`config.mk`:
```
export PLATFORM = sky130hd
export DESIGN_NAME = ps2_cmd_scheduler
export DESIGN_NICKNAME = d
export VERILOG_FILES = /design/src/rtl/ps2_cmd_scheduler.sv
export SDC_FILE = /design/constraint.sdc
export NUM_CORES = 1
export LEC_CHECK = 0
export ABC_AREA = 1
export BUFFER_PORTS_ARGS = -buffer_cell sky130_fd_sc_hd__buf_2
export CAP_MARGIN = 20
export CORE_MARGIN = 2
export CORE_UTILIZATION = 30
export DETAILED_ROUTE_END_ITERATION = 8
export SETUP_SLACK_MARGIN = 0.3
export SLEW_MARGIN = 25
export SYNTH_ARGS = -nofsm -noshare
export SYNTH_HDL_FRONTEND = slang
export SYNTH_SLANG_ARGS = --single-unit
```
`constraint.sdc`:
```
create_clock -name CLK -period 2.7 [get_ports CLK]
set_input_delay 0.27 -clock CLK [delete_from_list [all_inputs] [get_ports CLK]]
set_output_delay 0.27 -clock CLK [all_outputs]
set_load 0.1 [all_outputs]
```
`src/rtl/ps2_cmd_scheduler.sv`:
```
// ps2_cmd_scheduler: runtime PS/2 mouse command controller.
// Borrows the shared PS/2 transmitter/receiver from the streaming master at a
// packet boundary. Sends a one- or two-byte host command and collects the ACK,
// with resend and timeout handling. Then hands the bus back.
// Optional feature macro: PS2_RESP_CAPTURE_EN adds CMD_HAS_RESP / RESP_DATA so
// one response byte after the final ACK can be captured (e.g. F2 Get ID).
module ps2_cmd_scheduler #(
  parameter logic [23:0] ACK_TIMEOUT = 24'd1000000,
  parameter int unsigned MAX_RETRY   = 2
) (
  input  logic       CLK,
  input  logic       RESET,
  input  logic       CMD_REQ,
  input  logic [7:0] CMD_CODE,
  input  logic [7:0] CMD_ARG,
  input  logic       CMD_HAS_ARG,
`ifdef PS2_RESP_CAPTURE_EN
  input  logic       CMD_HAS_RESP,
  output logic [7:0] RESP_DATA,
`endif
  output logic       CMD_BUSY,
  output logic       CMD_DONE,
  output logic [1:0] CMD_STATUS,
  input  logic       PACKET_BOUNDARY,
  output logic       STREAM_HOLD,
  output logic       SEND_BYTE,
  output logic [7:0] BYTE_TO_SEND,
  input  logic       BYTE_SENT,
  output logic       READ_ENABLE,
  input  logic [7:0] BYTE_READ,
  input  logic [1:0] BYTE_ERROR_CODE,
  input  logic       BYTE_READY
);

  typedef enum logic [3:0] {
    ST_IDLE          = 4'd0,
    ST_WAIT_BOUNDARY = 4'd1,
    ST_SEND_CMD      = 4'd2,
    ST_SEND_ARG      = 4'd3,
    ST_WAIT_CMD_ACK  = 4'd4,
    ST_WAIT_ARG_ACK  = 4'd5,
    ST_WAIT_RESP     = 4'd6,
    ST_DONE          = 4'd7
  } state_t;

  localparam logic [7:0] BYTE_ACK    = 8'hFA;
  localparam logic [7:0] BYTE_RESEND = 8'hFE;
  localparam logic [7:0] BYTE_ERROR  = 8'hFC;

  state_t      state_q, state_d;
  logic [7:0]  code_q, code_d;
  logic [7:0]  arg_q, arg_d;
  logic        has_arg_q, has_arg_d;
  logic [3:0]  retry_q, retry_d;
  logic [23:0] tmo_q, tmo_d;
  logic [1:0]  status_q, status_d;
  logic        busy_q, busy_d;
  logic        done_q, done_d;
  logic        hold_q, hold_d;
  logic        send_q, send_d;
  logic        read_q, read_d;
  logic [7:0]  byte_q, byte_d;
`ifdef PS2_RESP_CAPTURE_EN
  logic        has_resp_q, has_resp_d;
  logic [7:0]  resp_q, resp_d;
`endif

  logic   retry_ok_s;
  logic   timeout_s;
  logic   rx_bad_s;
  state_t resend_st_s;
  state_t final_st_s;

  // Helper decodes: resend budget, timeout, bad receive, resend/final targets.
  always_comb begin
    retry_ok_s = (retry_q < MAX_RETRY[3:0]);
    timeout_s  = (tmo_q >= (ACK_TIMEOUT - 24'd1));
    rx_bad_s   = (BYTE_ERROR_CODE != 2'b00) || (BYTE_READ == BYTE_RESEND);
    // A resend from the response wait repeats the last byte put on the wire.
    if (state_q == ST_WAIT_ARG_ACK) begin
      resend_st_s = ST_SEND_ARG;
    end else if ((state_q == ST_WAIT_RESP) && has_arg_q) begin
      resend_st_s = ST_SEND_ARG;
    end else begin
      resend_st_s = ST_SEND_CMD;
    end
`ifdef PS2_RESP_CAPTURE_EN
    if (has_resp_q) begin
      final_st_s = ST_WAIT_RESP;
    end else begin
      final_st_s = ST_DONE;
    end
`else
    final_st_s = ST_DONE;
`endif
  end

  // Next-state logic for the command handshake and its bookkeeping registers.
  always_comb begin
    state_d   = state_q;
    code_d    = code_q;
    arg_d     = arg_q;
    has_arg_d = has_arg_q;
    retry_d   = retry_q;
    tmo_d     = tmo_q;
    status_d  = status_q;
`ifdef PS2_RESP_CAPTURE_EN
    has_resp_d = has_resp_q;
    resp_d     = resp_q;
`endif
    case (state_q)
      ST_IDLE: begin
        if (CMD_REQ) begin
          code_d    = CMD_CODE;
          arg_d     = CMD_ARG;
          has_arg_d = CMD_HAS_ARG;
`ifdef PS2_RESP_CAPTURE_EN
          has_resp_d = CMD_HAS_RESP;
`endif
          retry_d   = 4'd0;
          tmo_d     = 24'd0;
          state_d   = ST_WAIT_BOUNDARY;
        end else begin
          state_d = ST_IDLE;
        end
      end
      ST_WAIT_BOUNDARY: begin
        if (PACKET_BOUNDARY) begin
          state_d = ST_SEND_CMD;
        end else begin
          state_d = ST_WAIT_BOUNDARY;
        end
      end
      ST_SEND_CMD, ST_SEND_ARG: begin
        tmo_d = 24'd0;
        if (BYTE_SENT) begin
          state_d = (state_q == ST_SEND_CMD) ? ST_WAIT_CMD_ACK : ST_WAIT_ARG_ACK;
        end else begin
          state_d = state_q;
        end
      end
      ST_WAIT_CMD_ACK, ST_WAIT_ARG_ACK, ST_WAIT_RESP: begin
        // Saturating counter; discarded stream bytes do not restart it.
        if (tmo_q != 24'hFFFFFF) begin
          tmo_d = tmo_q + 24'd1;
        end else begin
          tmo_d = tmo_q;
        end
        // A received byte takes priority over a coincident timeout.
        if (BYTE_READY) begin
          if (rx_bad_s) begin
            if (retry_ok_s) begin
              retry_d = retry_q + 4'd1;
              state_d = resend_st_s;
            end else begin
              status_d = 2'b01;
              state_d  = ST_DONE;
            end
          end else if (state_q == ST_WAIT_RESP) begin
`ifdef PS2_RESP_CAPTURE_EN
            resp_d = BYTE_READ;
`endif
            status_d = 2'b00;
            state_d  = ST_DONE;
          end else if (BYTE_READ == BYTE_ERROR) begin
            status_d = 2'b10;
            state_d  = ST_DONE;
          end else if (BYTE_READ == BYTE_ACK) begin
            status_d = 2'b00;
            if ((state_q == ST_WAIT_CMD_ACK) && has_arg_q) begin
              state_d = ST_SEND_ARG;
            end else begin
              state_d = final_st_s;
            end
          end else begin
            state_d = state_q;
          end
        end else if (timeout_s) begin
          if (retry_ok_s) begin
            retry_d = retry_q + 4'd1;
            state_d = resend_st_s;
          end else begin
            status_d = 2'b11;
            state_d  = ST_DONE;
          end
        end else begin
          state_d = state_q;
        end
      end
      ST_DONE: begin
        state_d = ST_IDLE;
      end
      default: begin
        state_d = ST_IDLE;
      end
    endcase
  end

  // Output values for the upcoming state, so every output leaves a flop.
  always_comb begin
    busy_d = 1'b1;
    hold_d = 1'b0;
    send_d = 1'b0;
    read_d = 1'b0;
    done_d = 1'b0;
    byte_d = 8'h00;
    case (state_d)
      ST_IDLE: begin
        busy_d = 1'b0;
      end
      ST_WAIT_BOUNDARY: begin
        hold_d = 1'b0;
      end
      ST_SEND_CMD: begin
        hold_d = 1'b1;
        send_d = 1'b1;
        byte_d = code_q;
      end
      ST_SEND_ARG: begin
        hold_d = 1'b1;
        send_d = 1'b1;
        byte_d = arg_q;
      end
      ST_WAIT_CMD_ACK, ST_WAIT_ARG_ACK, ST_WAIT_RESP: begin
        hold_d = 1'b1;
        read_d = 1'b1;
      end
      ST_DONE: begin
        hold_d = 1'b1;
        done_d = 1'b1;
      end
      default: begin
        busy_d = 1'b0;
      end
    endcase
  end

  // State, latched command fields, counters and registered outputs.
  always_ff @(posedge CLK) begin
    if (RESET) begin
      state_q   <= ST_IDLE;
      code_q    <= 8'h00;
      arg_q     <= 8'h00;
      has_arg_q <= 1'b0;
      retry_q   <= 4'd0;
      tmo_q     <= 24'd0;
      status_q  <= 2'b00;
      busy_q    <= 1'b0;
      done_q    <= 1'b0;
      hold_q    <= 1'b0;
      send_q    <= 1'b0;
      read_q    <= 1'b0;
      byte_q    <= 8'h00;
`ifdef PS2_RESP_CAPTURE_EN
      has_resp_q <= 1'b0;
      resp_q     <= 8'h00;
`endif
    end else begin
      state_q   <= state_d;
      code_q    <= code_d;
      arg_q     <= arg_d;
      has_arg_q <= has_arg_d;
      retry_q   <= retry_d;
      tmo_q     <= tmo_d;
      status_q  <= status_d;
      busy_q    <= busy_d;
      done_q    <= done_d;
      hold_q    <= hold_d;
      send_q    <= send_d;
      read_q    <= read_d;
      byte_q    <= byte_d;
`ifdef PS2_RESP_CAPTURE_EN
      has_resp_q <= has_resp_d;
      resp_q     <= resp_d;
`endif
    end
  end

  assign CMD_BUSY     = busy_q;
  assign CMD_DONE     = done_q;
  assign CMD_STATUS   = status_q;
  assign STREAM_HOLD  = hold_q;
  assign SEND_BYTE    = send_q;
  assign BYTE_TO_SEND = byte_q;
  assign READ_ENABLE  = read_q;
`ifdef PS2_RESP_CAPTURE_EN
  assign RESP_DATA    = resp_q;
`endif

endmodule

```
==> impl_metrics.ini <==
[synthesis]
yosys.area.top_type_share_pct = 40.2
yosys.area.top_type = dfxtp_1
synth-xor-area-share_pct = 2.20
syn-instance-count = 463
synthMuxAreaShare_pct = 0
synthFlopType = dfxtp_1
synth_edf_count = 0
synth_top_family_by_area = simple AND/OR/NAND/NOR gates
synthArstFlopShare_pct = 0
syn_area_um2 = 3190
synth_compound_area_share_pct = 12.9
yosysSeqAreaShare_pct = 40.2
synth_cell_type_count = 42
ys_ff_latch = 64
yosys.area_share.simple_pct = 35.9
synthTopCellsByArea = dfxtp_1, nand2_1, nor2_1
syn_nets = 498
yosysWarnings = 0
synth_fa_ha_area_share_pct = 0.785
avgSynthCellArea_um2 = 6.89

[pwr]
p_sw_mw = 0.541
pwr-share-clk_pct = 42.8
powerDensity_nw_per_um2 = 527
power_frac_comb_pct = 8.4
ir_worst_vdd_v = 0.000257
switching_share_pct = 26.8
pwr-share-seq_pct = 48.8
p_leak_nw = 1.58
p_total_mw = 2.02
intPower_mw = 1.48

[worst_setup_path]
worstReg2RegEnd = tmo_q[6]
slowest_delay_ns = 0.41
crit_cells = 13
crit_chain = ha_2 -> nand3_1 -> inv_2 -> nand2_2 -> nor2_4 -> nand3_1 -> nand2_1 -> nand3_2 -> nand2_4 -> o21ai_4 -> inv_2 -> o21ai_0 -> a21oi_1
worstSetupEndpoint = tmo_q[6]
crit_type = reg -> reg
critPathLaunchType = register
slowest_stage = dfxtp_1
cpLargestDelayFamily = simple AND/OR/NAND/NOR gates
worstPathBufferInverterCount = 2
cp_data_required_time_ns = 2.98
reg2reg_slack_ns = 0.52
worstPathMaxFanout = 12
arrival_ns = 2.46
crit_path_end_kind = register
r2r_cells = 13
worstSetupStartpoint = tmo_q[0]
r2r-start = tmo_q[0]

[sta]
relSlewSlack_pct = 57.4
slew_viol_final = 0
hold_viol = 0
fin_crit_sh_pct = 80.8
setup_tns_ns = 0
setup_viol = 0
post-route-min-period_ns = 2.18
clock_skew_ns = 0.00813
clock.fmax_mhz = 458
worst_slew_pin_slew_ns = 0.639
rsz0062_at_grt = false

[hold_path]
holdCritStartpoint = CMD_CODE[5]
hold_path.class = in -> reg

[route]
final_antenna_net_count = 0
wl_um = 8680
wl_per_cell_um = 13.2
drtIter0Drc = 158
route.detailed.drc = 0
vias = 3267
via_per_inst = 4.97
drtPass1Iterations = 4

[floorplan]
die-height_um = 107
placementRows = 37
coreArea_um2 = 10300
dieArea_um2 = 11500
fp.dieW_um = 107
io_pins = 48
start_util_pct = 30.9

[final_layout]
synthToLayoutAreaGrowth_pct = 19.9
nFillCells = 1119
seqCellArea_um2 = 1280
drive_above_1_share_pct = 19.0
nets = 551
multiInputGateArea_um2 = 1690
antennaDiodeCount = 0

[clock_network]
cts-root-buf = clkbuf_8
htreeDepth = 3
clk_latency_ns = 0.35
cts_tree = done
postCtsSetupBuffers = 0
cts_made_buffers = 9
path_clk_slew_ns = 0.08
cts_num_sinks = 64
cts_hold_buf = 0
cts_buffer_depth = 2

[placed_design]
place.gp.congestion = 0.934
post-dp-hpwl_um = 6360
io_buffers = 47

[grt]
antenna_found_initial = 0
grt_pass1_vias = 3192
grt_usage_pct = 16.4
grt_overflow = 0
grt_max_degree = 26
grt_pass1_wl_um = 14900

[outcome]
status = completed

[flow_run]
maxCapViolations = 0
cell usage in the layout (no fill, tap or decap), drive strengths merged, types with 2 or more instances in the layout:
master / synthesis / routed
a21oi: 35 / 35
nor4: 4 / 4
xor2: 4 / 4
inv: 44 / 45
or2: 2 / 2
nor3: 17 / 17
xnor2: 4 / 4
nor3b: 4 / 4
clkinv: 1 / 3
nor2: 85 / 85
clkbuf: 6 / 10
ha: 2 / 2
o211ai: 2 / 2
buf: 8 / 55
nand2: 94 / 94
o21a: 2 / 2
clkinvlp: 0 / 3
dfxtp: 64 / 64
o21ai: 32 / 32
nand4: 17 / 17
nand3: 29 / 29
area by class of cell:
class                      count  share of cell area [%]
clock buffer                  10                    3.60
sequential                    64                    33.5
timing repair buffer          55                    7.72
clock inverter                 6                    1.77
timing repair inverter         1                   0.196
inverter                      45                    4.48
tap                          136                    4.45
multi-input combinational    340                    44.3
sequential cells by signal, summed over array words and instances, names as in the netlist:
| register | flops |
|---|---|
| tmo_q | 24 |
| CMD_DONE | 1 |
| CMD_STATUS | 2 |
| STREAM_HOLD | 1 |
| BYTE_TO_SEND | 8 |
| CMD_BUSY | 1 |
| code_q | 8 |
| retry_q | 4 |
| READ_ENABLE | 1 |
| arg_q | 8 |
| has_arg_q | 1 |
| SEND_BYTE | 1 |
| state_q | 4 |
what timing repair did:
action                                  in CTS  in global routing
hold endpoints to repair                     0                  0
gates resized for setup                      0                  9
endpoints found under the setup margin       0                 22
power groups by stage:
stage / combinational, mW / clock [mW] / sequential (mW)
3_3_place_gp: 0.161 / 0 / 1.01
6_report: 0.169 / 0.863 / 0.985
4_1_cts: 0.163 / 0.883 / 0.985
5_1_grt: 0.193 / 0.930 / 0.989
2_1_floorplan: 0.0998 / 0 / 1.02
3_5_place_dp: 0.162 / 0 / 1.01
synth_stat cells (2+ instances only):
cell,instances
nand2_1,92
nor2_1,82
dfxtp_1,64
inv_1,39
a21oi_1,33
o21ai_0,28
nand3_1,27
nand4_1,17
nor3_1,14
clkbuf_1,6
inv_2,4
nor3b_1,4
xnor2_1,4
xor2_1,4
buf_2,3
buf_6,3
nor4_1,3
a21oi_2,2
ha_1,2
nand2_2,2
nand3_2,2
nor2_2,2
nor3_2,2
o211ai_1,2
o21a_1,2
o21ai_1,2
o21ai_2,2
or2_2,2
worst min path at each step:
stage | to | slack (ns) | cells after the start
floorplan | arg_q[0] | 0.40 | 2
global placement | retry_q[3] | 0.44 | 2
detailed placement | retry_q[3] | 0.43 | 2
CTS | code_q[5] | 0.13 | 3
global route | arg_q[0] | 0.15 | 3
finish | code_q[5] | 0.14 | 3
per-stage QoR:
stage	util [%]	setup WS (ns)	area, µm²	std cells	hold WS [ns]
floorplan	-	0.879	3190	463	0.405
global placement	34.6	0.567	3570	640	0.436
detailed placement	34.6	0.461	3570	640	0.434
CTS	36.6	0.404	3780	656	0.129
global route	37.1	0.302	3820	657	0.146
finish	37.1	0.519	3820	657	0.136
worst reg2reg max path, cell delays in order (launching register included):
cell	delay, ns
dfxtp_1	0.41
ha_2	0.24
nand3_1	0.15
inv_2	0.11
nand2_2	0.09
nor2_4	0.13
nand3_1	0.08
nand2_1	0.08
nand3_2	0.13
nand2_4	0.19
o21ai_4	0.13
inv_2	0.16
o21ai_0	0.09
a21oi_1	0.11
per-layer routing:
metal | up-vias | GRT usage, % | part of all wire [%] | wire length (µm)
li1 | 1630 | - | - | -
met1 | 1509 | 20.0 | 43 | 3720
met2 | 108 | 27.4 | 48 | 4190
met3 | 20 | 4.32 | 6.4 | 553
met4 | 0 | 6.68 | 2.6 | 225
met5 | - | 0 | 0 | 0
kinds of logic after synthesis:
kind of cell               count (synthesis)
adders and majority gates                  2
xor gates and xnor gates                   8
buffers and inverters                     59
other                                      1
AOI/OAI and AO/OA                         75
and+or+nand+nor                          254
DFF                                       64
No activity file was read; power rests on OpenSTA's default activity.
